## src/rtl/jtag_pkg.sv

```systemverilog
// -----------------------------------------------------------------------------
// jtag_pkg
// Shared types and constants for the JTAG RAM scan-chain loader.
//   WORD_W              : width of one chain word (32 bits)
//   DEFAULT_CHAIN_WORDS : default number of words in the attached RAM chain
//   state_t             : loader state enumeration
// -----------------------------------------------------------------------------
package jtag_pkg;

    localparam int WORD_W              = 32;
    localparam int DEFAULT_CHAIN_WORDS = 512;

    typedef enum logic [1:0] {
        IDLE  = 2'd0,
        SHIFT = 2'd1,
        DRAIN = 2'd2,
        DONE  = 2'd3
    } state_t;

endpackage

```

## src/rtl/jtag_chain_loader.sv

```systemverilog
// -----------------------------------------------------------------------------
// jtag_chain_loader
// Shifts a host word stream through a RAM scan chain of CHAIN_WORDS 32-bit
// words, one word per Jen cycle, and (optionally) returns the words that fall
// out of the far end of the chain as a second stream.
//
// Optional feature macro: JTAG_LOADER_READBACK_EN
//   defined   : out stream is live, Jen also waits for room in the out register
//   undefined : out_valid/out_data tied to 0, Jout and out_ready ignored,
//               DRAIN lasts a single cycle
//
// Ports
//   clk, reset            : clock, asynchronous active-high reset
//   start                 : begin a full-chain shift (only honoured in IDLE)
//   abort                 : end a shift early (only honoured in SHIFT)
//   in_valid/in_ready     : host word stream handshake, in_data is the word
//   out_valid/out_ready   : shifted-out word stream, out_data is the word
//   Jen, Jin, Jout        : chain shift enable, chain input, chain output
//   busy                  : state is not IDLE
//   done                  : one-cycle completion pulse
//   aborted               : sticky, set by abort, cleared by start
//   count                 : words shifted in the current operation
// -----------------------------------------------------------------------------
module jtag_chain_loader
    import jtag_pkg::*;
#(
    parameter int CHAIN_WORDS = DEFAULT_CHAIN_WORDS
) (
    input  logic                             clk,
    input  logic                             reset,
    input  logic                             start,
    input  logic                             abort,
    input  logic                             in_valid,
    output logic                             in_ready,
    input  logic [WORD_W-1:0]                in_data,
    output logic                             out_valid,
    input  logic                             out_ready,
    output logic [WORD_W-1:0]                out_data,
    output logic                             Jen,
    output logic [WORD_W-1:0]                Jin,
    input  logic [WORD_W-1:0]                Jout,
    output logic                             busy,
    output logic                             done,
    output logic                             aborted,
    output logic [$clog2(CHAIN_WORDS+1)-1:0] count
);

    localparam int              CW         = $clog2(CHAIN_WORDS + 1);
    localparam logic [CW-1:0]   LAST_COUNT = CW'(CHAIN_WORDS - 1);

    state_t        r_state;
    state_t        w_next_state;
    logic [CW-1:0] r_count;
    logic          r_aborted;
    logic          w_out_free;     // out register can accept a capture this cycle
    logic          w_drain_empty;  // nothing left to hand to the out stream
    logic          w_jen;
    logic          w_abort;
    logic          w_start;

    assign w_start = (r_state == IDLE)  && start;
    assign w_abort = (r_state == SHIFT) && abort;

    // Abort wins over a shift in the same cycle so the chain is never moved
    // on the cycle the host asked to stop.
    assign w_jen = (r_state == SHIFT) && in_valid && w_out_free && !abort;

`ifdef JTAG_LOADER_READBACK_EN
    logic              r_out_valid;
    logic [WORD_W-1:0] r_out_data;

    assign w_out_free    = !r_out_valid || out_ready;
    assign w_drain_empty = !r_out_valid;

    // A capture takes precedence over a drain: when both happen the register
    // simply stays valid and takes the new word.
    always_ff @(posedge clk or posedge reset) begin
        if (reset) begin
            r_out_valid <= 1'b0;
            r_out_data  <= '0;
        end else if (w_jen) begin
            r_out_valid <= 1'b1;
            r_out_data  <= Jout;
        end else if (r_out_valid && out_ready) begin
            r_out_valid <= 1'b0;
        end
    end

    assign out_valid = r_out_valid;
    assign out_data  = r_out_data;
`else
    logic w_unused_readback;

    assign w_out_free        = 1'b1;
    assign w_drain_empty     = 1'b1;
    assign out_valid         = 1'b0;
    assign out_data          = '0;
    assign w_unused_readback = ^{Jout, out_ready};
`endif

    // NOTE: sequential state uses non-blocking assignments so every register
    // samples pre-edge values regardless of process ordering.
    always_ff @(posedge clk or posedge reset) begin
        if (reset) begin
            r_state   <= IDLE;
            r_count   <= '0;
            r_aborted <= 1'b0;
        end else begin
            r_state <= w_next_state;
            if (w_start) begin
                r_count   <= '0;
                r_aborted <= 1'b0;
            end else begin
                if (w_jen) begin
                    r_count <= r_count + CW'(1);
                end
                if (w_abort) begin
                    r_aborted <= 1'b1;
                end
            end
        end
    end

    // NOTE: the default is assigned before the case so no path leaves
    // w_next_state unassigned, which would otherwise infer a latch.
    always_comb begin
        w_next_state = r_state;
        unique case (r_state)
            IDLE: begin
                if (start) begin
                    w_next_state = SHIFT;
                end
            end
            SHIFT: begin
                if (abort) begin
                    w_next_state = DRAIN;
                end else if (w_jen && (r_count == LAST_COUNT)) begin
                    w_next_state = DRAIN;
                end
            end
            DRAIN: begin
                if (w_drain_empty) begin
                    w_next_state = DONE;
                end
            end
            DONE: begin
                w_next_state = IDLE;
            end
            default: begin
                w_next_state = IDLE;
            end
        endcase
    end

    assign Jen      = w_jen;
    assign in_ready = w_jen;
    assign Jin      = in_data;
    assign busy     = (r_state != IDLE);
    assign done     = (r_state == DONE);
    assign aborted  = r_aborted;
    assign count    = r_count;

endmodule

```

## config.mk

```make
export PLATFORM = sky130hd
export DESIGN_NAME = jtag_chain_loader
export DESIGN_NICKNAME = d
export VERILOG_FILES = /design/src/rtl/jtag_pkg.sv /design/src/rtl/jtag_chain_loader.sv
export SDC_FILE = /design/constraint.sdc
export NUM_CORES = 1
export LEC_CHECK = 0
export CAP_MARGIN = 10
export CELL_PAD_IN_SITES_DETAIL_PLACEMENT = 1
export CELL_PAD_IN_SITES_GLOBAL_PLACEMENT = 1
export CORE_MARGIN = 2
export CORE_UTILIZATION = 15
export DETAILED_ROUTE_END_ITERATION = 10
export GPL_TIMING_DRIVEN = 1
export MAX_ROUTING_LAYER = met4
export PLACE_DENSITY_LB_ADDON = 0.1
export RECOVER_POWER = 100
export SYNTH_ARGS = -nofsm -noshare
export SYNTH_HDL_FRONTEND = slang
export SYNTH_SLANG_ARGS = --single-unit
```

## constraint.sdc

```tcl
create_clock -name clk -period 1.92 [get_ports clk]
set_input_delay 0.384 -clock clk [delete_from_list [all_inputs] [get_ports clk]]
set_output_delay 0.384 -clock clk [all_outputs]
set_load 0.01 [all_outputs]
```

# After elaboration in Yosys (flattened, before gate mapping)
# Index checks and enable logic that the tools add are counted.
# Widths: inputs -> output; s select.
[classes]
eq_ne = 6
n_reduce_logical = 11
mux = 8
add_sub_neg = 1
[ops]
columns = ["operator", "count"]
rows = [
  ["$mux 10", 2],
  ["$add 10x1->10 const B", 1],
  ["$eq 10x9->1 const B", 1],
  ["$pmux 2 s4", 1],
  ["$mux 2", 3],
  ["$reduce_bool 2->1", 3],
  ["$logic_and 1x1->1", 5],
  ["$eq 2x2->1 const B", 2],
  ["$ne 3x2->1 const B", 1],
  ["$eq 2x1->1 const B", 1],
  ["$logic_not 2->1", 1],
  ["$mux 1", 2],
  ["$ne 2x2->1 const B", 1],
  ["$reduce_and 2->1", 1],
  ["$logic_not 1->1", 1],
]
[totals]
reg_bits = 13
wordCells = 29

# Logic depth before layout (Yosys ltp)
# Gate-level depths: netlist of run 1.
[logic_depth]
ltp_word = 7
ltp_mapped = 7
ltp_nobuf = 6

# Worst setup path after synthesis of run 1
# OpenSTA, ideal clock, no wires.
[synth_timing]
path_kind = "register to register"
from = "reg r_state[0]"
to = "reg r_state[1]"
path_slack_ns = 0.119
t_required_ns = 1.795
path_stages_with_launch = 7
period_less_slack_ns = 1.801
path_buffers = 0
arrival_time_ns = 1.676
path_cell_list = "dfrtp_1 inv_1 ha_1 nor2b_1 or3_1 o32a_1 mux2_4"
[synth_via]
elab_chain_len = 6
elab_cells_between_ends = 11
classes_between = "eq/ne (5); mux (1); reduce/logical (5)"
[synth_lines]
columns = ["element", "line_no", "rtl"]
rows = [
  ["from (decl)", "jtag_chain_loader.sv:51", "state_t r_state;"],
  ["from (signal assigned)", "jtag_chain_loader.sv:109", "r_state <= w_next_state;"],
  ["$eq 2x1->1", "jtag_chain_loader.sv:66, jtag_chain_loader.sv:128", ""],
  ["$logic_and 1x1->1 (2 in a row)", "jtag_chain_loader.sv:66", "assign w_jen = (r_state == SHIFT) && in_valid && w_out_free && !abort;"],
  ["$logic_and 1x1->1", "jtag_chain_loader.sv:137", "end else if (w_jen && (r_count == LAST_COUNT)) begin"],
  ["$ne 3x2->1 (no line)", "n/a", ""],
  ["$reduce_and 2->1 (no line)", "n/a", ""],
]
# Parallel ways exist; a longest one is shown, timed or not.
# A chain may end at the register's enable or synchronous reset.

# Worst setup path after layout of run 1
[layout_timing]
from = "reg r_state[1]"
to = "out Jen"
[layout_via]
elab_chain_len = 3
[layout_lines]
columns = ["element", "line_no", "rtl"]
rows = [
  ["$eq 2x1->1", "jtag_chain_loader.sv:66", ""],
  ["$logic_and 1x1->1 (2 in a row)", "jtag_chain_loader.sv:66", ""],
  ["to (decl)", "jtag_chain_loader.sv:39", "output logic Jen,"],
]
# No other way between the ends.

==> results of run 1 <==
==> worst max-delay path, delay by kind of cell (launching register included) <==
kind,cells,cell delay [ns]
fa+ha+maj,1,0.19
buf+inv,3,0.40
flops,1,0.39
simple gates,2,0.24
==> routing by layer <==
layer	GRT usage (%)	vias up	share of wire (%)
met1	6.92	357	44
met4	2.29	0	0.55
li1	-	350	-
met5	-	-	0
met2	9.17	42	47
met3	2.25	6	8.9
==> power groups by stage <==
stage / clock network, mW / logic (mW) / registers (mW)
after floorplan: 0 / 0.402 / 0.389
after global placement: 0 / 0.615 / 0.377
after detailed placement: 0 / 0.621 / 0.378
after CTS: 0.265 / 0.658 / 0.374
after global routing: 0.280 / 0.717 / 0.382
final: 0.253 / 0.636 / 0.372
==> repair_timing <==
action,4_1_cts,5_1_grt
setup buffers,1,0
resized for setup,11,5
endpoints found under the setup margin,4,4
pin swaps,2,2
==> cells by family after synthesis <==
| kind of cell | count (synthesis) | synth area share (%) |
|---|---|---|
| buffers and inverters | 75 | 43.4 |
| and+or+nand+nor | 32 | 13.1 |
| DFF | 13 | 26.7 |
| xor gates and xnor gates | 8 | 5.75 |
| adders and majority gates | 6 | 6.16 |
| AOI/OAI and AO/OA | 5 | 2.46 |
| muxes | 2 | 2.05 |
| other | 1 | 0.308 |
==> cell type report <==
cell class / instances / area share (%)
Multi-Input combinational cell: 86 / 38.8
Sequential cell: 13 / 24.5
Timing Repair Buffer: 33 / 21.7
Tap cell: 102 / 9.62
Clock buffer: 4 / 3.40
Inverter: 7 / 1.98
==> synth_stat cells <==
cell type  instances
xnor2_1            6
ha_1               6
o21ai_0            1
o32a_1             1
or3_1              2
xor2_1             2
clkbuf_1           2
inv_1              7
nand2_1            4
conb_1             1
mux2_4             1
nor2_1            10
and2_1             1
a21oi_1            3
mux2i_1            1
nand4_1            2
nand3_2            1
nor2b_1            2
buf_4             66
dfrtp_1           13
nor3_1             4
nand2b_1           1
nor4_1             2
nand3_1            3
==> state kept, by name (all words and copies together), names as in the netlist <==
register  count
count        10
r_state       2
aborted       1
==> how the worst max path moves through the flow <==
stage                     from    endpoint  depth (start not counted)
finish              r_state[1]         Jen                          6
global route        r_state[1]         Jen                          6
CTS                 r_state[0]  r_state[1]                          6
detailed placement    in_valid  r_state[1]                          5
global placement         abort         Jen                          5
floorplan           r_state[0]  r_state[1]                          6
==> results.toml, run 1 <==
[status]
status = "completed"

[floorplan]
ios = 150
die_w_microns = 94.1
start_util_pct = 15.6
coreArea_sq_um = 7810
dieArea_sq_um = 8860
die_y_microns = 94.1
row_count = 32

[critical_path]
reg2reg_slack_ns = 0.11
cp-end-kind = "primary output"
cpPeakStageDelay_ns = 0.39
worst_path_max_delay_cell = "dfrtp_1"
crit_type = "reg2out"
crit_required_ns = 1.54
arrival_ns = 1.46
start_kind = "register"
critPathMaxFanout = 3
reg2reg_from = "count[1]"
reg2reg_to = "r_state[1]"
ff2ff_path_depth = 5
cp_cell_sequence = "inv_2, ha_2, nor2b_4, nand2_1, inv_1, clkdlybuf4s15_1"

[logic_synthesis]
synthTopCellsByArea = "buf_4, dfrtp_1, ha_1, xnor2_1, nor2_1"
syn_inst = 142
ys_seq_elements = 13
syn_avg_cell_area_sq_um = 8.58
synth_seq_area_share_pct = 26.7
syn_area_sq_um = 1220
synth_cell_types = 24
yosys.area.top_type_share_pct = 40.7
yosysWarnings = 0
synth.largest_area_cell = "buf_4"

[final_layout]
area_growth_pct = 8.83
final_common_cell = "conb_1"
seqCellArea_sq_um = 325
fillers = 933
fin_util_pct = 17.0
multiInputGateArea_sq_um = 514
drive_gt1_share_pct = 18.2
antennaDiodeCount = 0
fin_cells = 245
layout.nets = 220
design_area_sq_um = 1330
most-common-layout-cells = "conb_1, dfrtp_1, buf_4, dlygate4sd3_1, nor2_1"

[power]
p_int_mw = 0.816
power_density_nw_per_um2 = 951
pwr-share-clk_pct = 20.1
swShare_pct = 35.4
p_leak_nw = 0.631
vdd_drop_max_uv = 388
seq_power_share_pct = 29.5
p_total_mw = 1.26
power_switching_mw = 0.446
power_frac_comb_pct = 50.4

[timing]
worst_slack_ns = 0.0799
clock.fmax_ghz = 0.543
worst_pin_slew_ns = 0.670
skew_ns = 0.000496
layout_min_cycle_time_ns = 1.84
final-setup-viol-count = 0
holdWs_ns = 0.514
relSlewSlack_pct = 55.3
hold_violations = 0
rsz0062_at_grt = "yes"
timing.setup.tns_ns = 0
drv_slew = 0
fin_crit_sh_pct = 95.8

[placement]
placed_area_sq_um = 1260
port-buffer-count = 19
hpwl_microns = 2060
pre_cts_ws_ns = -0.228
gp_routability_congestion = 0.669
place_inst = 241

[routing]
routedWlPerCell_microns = 10.4
ant_nets = 0
first_pass_iters = 4
drt_iter0_drc = 25
drc = 0
viasPerCell = 3.08
wl_microns = 2550
via_count = 755

[global_routing]
gr-usage-all-layers_pct = 5.91
grt_remaining_overflow = 0
grt_pass1_vias = 803
antenna_found_initial = 0
grt_pass1_wl_microns = 3920
grt_start_max_net_pins = 14

[hold_path]
hold_depth = 2
hold_class = "reg2reg"
hp-start = "aborted"
hold_end = "aborted"

[cts]
root_buffer = "clkbuf_8"
clk_path_buf_depth = 2
cts.clk_slew.worst_paths_ns = 0.06
clk_latency_ns = 0.24
cts-hold-fix-buffers = 0
tritoncts = "built"
clkSinkCount = 13
htreeDepth = 1
numCtsBuffers = 3

[job]
drv_cap = 0
Note: power is estimated with default switching activity, not from simulation.
==> run 2, diff against run 1 <==
ABC_AREA = 1   (was default)
CAP_MARGIN = default   (was 10)
==> results.toml, run 2 <==
[status]
status = "completed"

[logic_synthesis]
yosysWarnings = 0
synth_edf_count = 0
synth_seq_area_share_pct = 25.1
synth_common_cells = "buf_4, nand2_1, inv_1, dfrtp_1, nor2_1"
async_flop_share_pct = 100
syn_avg_cell_area_sq_um = 7.61
ys_seq_elements = 13
synth.largest_area_cell = "buf_4"
yosys.area.top_type_share_pct = 38.9
synthFlopType = "dfrtp_1"
syn_inst = 170
yosysMostFrequentCell = "buf_4"
synthTopCellsByArea = "buf_4, dfrtp_1, nand2_1, ha_1, inv_1"
synth_cell_types = 19
syn_area_sq_um = 1290

[timing]
timing.setup.tns_ns = 0
fin_crit_sh_pct = 96.7
skew_ns = 0.00540
rsz0062_at_grt = "no"
clock.fmax_ghz = 0.538
holdWs_ns = 0.525
hold_violations = 0
layout_min_cycle_time_ns = 1.86
worst_pin_slew_ns = 0.571
drv_slew = 0
final-setup-viol-count = 0
relSlewSlack_pct = 61.9

[job]
drv_cap = 0

[routing]
first_pass_iters = 4
routedWlPerCell_microns = 9.47
ant_nets = 0
viasPerCell = 3.01
via_count = 808
wl_microns = 2540
drc = 0
drt_iter0_drc = 14

[global_routing]
gr-usage-all-layers_pct = 5.81
grt_pass1_wl_microns = 4320
grt_start_max_net_pins = 14
antenna_found_initial = 0
grt_pass1_vias = 860
grt_remaining_overflow = 0

[placement]
hpwl_microns = 2010
gp_routability_congestion = 0.703
port-buffer-count = 19

[critical_path]
cp-end-kind = "primary output"
crit_required_ns = 1.54
reg2reg_to = "count[7]"
critPathMaxFanout = 3
cpPeakStageDelay_ns = 0.48
worst_path_max_delay_cell = "clkdlybuf4s50_1"
worst-path-buf-inv = 2
reg2reg_slack_ns = 0.25
reg2reg_from = "r_state[0]"
start_kind = "register"
arrival_ns = 1.47
crit_type = "reg2out"
cp_top_family = "buffers and inverters"
cp_cell_sequence = "buf_4, ha_1, clkdlybuf4s50_1"
ff2ff_path_depth = 9

[final_layout]
area_growth_pct = 1.16
drive_gt1_share_pct = 10.4
most-common-layout-cells = "conb_1, nand2_1, inv_1"
final_common_cell = "conb_1"
fillers = 993
antennaDiodeCount = 0
multiInputGateArea_sq_um = 513
seqCellArea_sq_um = 327
layout.nets = 240
largest_reg_flops = 10

[cts]
cts.clk_slew.worst_paths_ns = 0.06
numCtsBuffers = 3
root_buffer = "clkbuf_8"
clk_path_buf_depth = 2
htreeDepth = 1
clk_latency_ns = 0.25
clkSinkCount = 13
tritoncts = "built"

[floorplan]
start_util_pct = 15.6
die_w_microns = 96.9
row_count = 33
coreArea_sq_um = 8300
die_y_microns = 96.9
dieArea_sq_um = 9380
ios = 150

[power]
vdd_drop_max_uv = 372
p_leak_nw = 0.702
p_total_mw = 1.18
power_density_nw_per_um2 = 899

[hold_path]
hold_depth = 1
hold_end = "count[3]"
hp-start = "count[3]"
hold_class = "reg2reg"
[run 2: cell types whose count changed after synthesis, moves of 2 or more]
cell	previous run	this run
nand2_1	4	26
inv_1	7	17
xnor2_1	6	0
o21ai_0	1	6
nand3_1	3	7
clkbuf_1	2	0
nand2_2	0	2
nor2_4	0	2
nor2b_1	2	0
nor3_1	4	2
nor4_1	2	0
or2_2	0	2
or3_1	2	0
xor2_1	2	0
[run 2: area by class of cell]
| class | count | share of cell area (%) |
|---|---|---|
| clock buffers | 4 | 3.44 |
| multi-input cells | 104 | 39.2 |
| inverters | 18 | 5.16 |
| well taps | 105 | 10.0 |
| flip-flops and latches | 13 | 25.0 |
| repair buffers | 24 | 17.2 |
[run 2: worst max-delay path by stage]
stage	end	cells past startpoint	start	slack (ns)
after floorplan	in_ready	5	r_state[1]	0.43
after global placement	Jen	4	in_valid	-0.08
after detailed placement	Jen	4	in_valid	-0.1
after CTS	busy	4	r_state[0]	0.03
after global routing	done	3	r_state[0]	0.01
final	done	3	r_state[0]	0.06
[run 2: kinds of logic after synthesis]
logic type / synth area share [%]
buffers and inverters: 44.1
DFF: 25.1
and+or+nand+nor: 20.5
adders and majority gates: 5.80
AOI/OAI and AO/OA: 4.16
other: 0.290
[run 2: stage by stage]
step / util, % / cells / instance area, sq um / setup WS (ns)
after CTS: 16.0 / 268 / 1330 / 0.0340
after floorplan: - / 202 / 1410 / 0.428
after detailed placement: 15.2 / 263 / 1260 / -0.0969
after global routing: 15.8 / 268 / 1310 / 0.00975
after global placement: 15.2 / 263 / 1260 / -0.0847
final: 15.8 / 268 / 1310 / 0.0625
[run 2: worst register-to-register path: stages, from the launching register on]
cell and delay [ns]:
dfrtp_2 0.36, buf_4 0.14, ha_4 0.16, nand3_4 0.07, buf_4 0.16, nor2_1 0.23, nand2_1 0.19, o21ai_2 0.14
nand2_1 0.06, nor2_1 0.09
[run 2: timing repair]
item                       4_1_cts  5_1_grt
setup endpoints to repair        3        1
resized for setup                6        1
setup buffers                    1        0
hold buffers                     0        0
[run 2: where the power goes]
part / switching [mW] / internal [mW]
sequential: 0.0449 / 0.331
combinational: 0.307 / 0.240
clock: 0.106 / 0.147
total: 0.459 / 0.718
[run 2: per-layer routing]
layer / global-route usage [%] / part of all wire, % / up-vias
met5: - / 0 / -
met4: 3.25 / 2.0 / 0
met3: 1.16 / 7.6 / 5
met2: 9.56 / 45 / 33
met1: 6.60 / 45 / 367
li1: - / - / 403
==> run 3, diff against run 2 <==
clock period = 1.7 ns   (was 1.92 ns; I/O delays follow)
==> results.toml, run 3 (same netlist as run 2, synthesis figures left out) <==
[status]
status = "completed"

[global_routing]
gr-usage-met2_pct = 9.08
use_met3_pct = 1.08
grt.met1_usage_pct = 7.39
gr-usage-all-layers_pct = 5.84
grt_pass1_wl_microns = 4390
grt_start_max_net_pins = 14
top_usage_layer = "met2"
grt_pass1_vias = 873
antenna_found_initial = 0
grt_remaining_overflow = 0

[critical_path]
reg2reg_to = "r_state[0]"
critPathMaxFanout = 4
reg2reg_from = "r_state[1]"
cp_cell_sequence = "dlygate4sd3_1"
cp-end-kind = "primary output"
worst-path-buf-inv = 1
cpPeakStageDelay_ns = 0.62
arrival_ns = 1.28
worst_path_max_delay_cell = "dlygate4sd3_1"
ff2ff_path_depth = 10
reg2reg_slack_ns = 0.16
crit_type = "reg2out"
crit_required_ns = 1.36
cp_top_family = "buffers and inverters"
start_kind = "register"

[cts]
postCtsSetupBuffers = 0
clk_path_buf_depth = 2
tritoncts = "built"
clkSinkCount = 13
root_buffer = "clkbuf_8"
htreeDepth = 1
cts.clk_slew.worst_paths_ns = 0.06
cts-hold-fix-buffers = 0
numCtsBuffers = 3
clk_latency_ns = 0.24
cts_resized = 8

[timing]
holdWs_ns = 0.524
rsz0062_at_grt = "no"
layout_min_cycle_time_ns = 1.62
worst_pin_slew_ns = 0.807
worst_slack_ns = 0.0815
final-setup-viol-count = 0
drv_slew = 0
fin_crit_sh_pct = 95.2
hold_violations = 0
relSlewSlack_pct = 46.2
timing.setup.tns_ns = 0
skew_ns = 0.000737
clock.fmax_ghz = 0.618

[floorplan]
die_y_microns = 96.9
start_util_pct = 15.6
dieArea_sq_um = 9380
die_w_microns = 96.9
coreArea_sq_um = 8300
row_count = 33
ios = 150

[power]
vdd_drop_max_uv = 295
p_leak_nw = 0.695
power_density_nw_per_um2 = 1000

[final_layout]
fin_util_pct = 16.1
final_common_cell = "conb_1"
design_area_sq_um = 1330
fillers = 1003
most-common-layout-cells = "conb_1, nand2_1, inv_1, dfrtp_1, nor2_1"
antennaDiodeCount = 0
drive_gt1_share_pct = 13.7
area_growth_pct = 3.00
layout.nets = 245
largest_reg_flops = 10

[job]
drv_cap = 0

[routing]
routedWlPerCell_microns = 9.54
drt_iter0_drc = 34
ant_nets = 0
wl_microns = 2600
first_pass_iters = 4
via_count = 823
viasPerCell = 3.01
drc = 0

[hold_path]
hold_depth = 2
hold_end = "aborted"
hold_class = "reg2reg"
hp-start = "aborted"

[placement]
port-buffer-count = 19
pre_cts_ws_ns = -0.239
gp_routability_congestion = 0.692
hpwl_microns = 2130
placed_area_sq_um = 1310
run 3: worst max-delay path by stage:
stage | from | to | cells after the start | slack (ns)
6_report | count[6] | count[6] | 1 | 0.08
5_1_grt | r_state[1] | count[8] | 8 | 0.03
4_1_cts | r_state[0] | busy | 4 | 0.008
3_5_place_dp | in_valid | Jen | 4 | -0.24
3_3_place_gp | in_valid | Jen | 4 | -0.22
2_1_floorplan | r_state[1] | in_ready | 5 | 0.25
run 3: layout make-up:
class / instances / area, sq um / area share [%]
clock buffers: 4 / 45.0 / 3.38
repair buffers: 29 / 243 / 18.2
multi-input cells: 104 / 520 / 39.1
flip-flops and latches: 13 / 325 / 24.4
well taps: 105 / 131 / 9.86
inverters: 18 / 67.6 / 5.07
run 3: metrics by stage:
step	cells	power, mW
2_1_floorplan	202	0.911
3_3_place_gp	269	1.08
3_5_place_dp	269	1.09
4_1_cts	273	1.40
5_1_grt	273	1.47
6_report	273	1.34
run 3: layer usage:
metal | vias up | share of wire (%)
met5 | - | 0
met4 | 0 | 0.54
met2 | 30 | 45
li1 | 413 | -
met1 | 378 | 47
met3 | 2 | 7.0
run 3: power by group:
part	switching, mW	leakage, nW	internal, mW
registers	0.0630	0.175	0.372
clock network	0.125	0.0228	0.166
logic	0.335	0.497	0.278
total	0.523	0.695	0.815
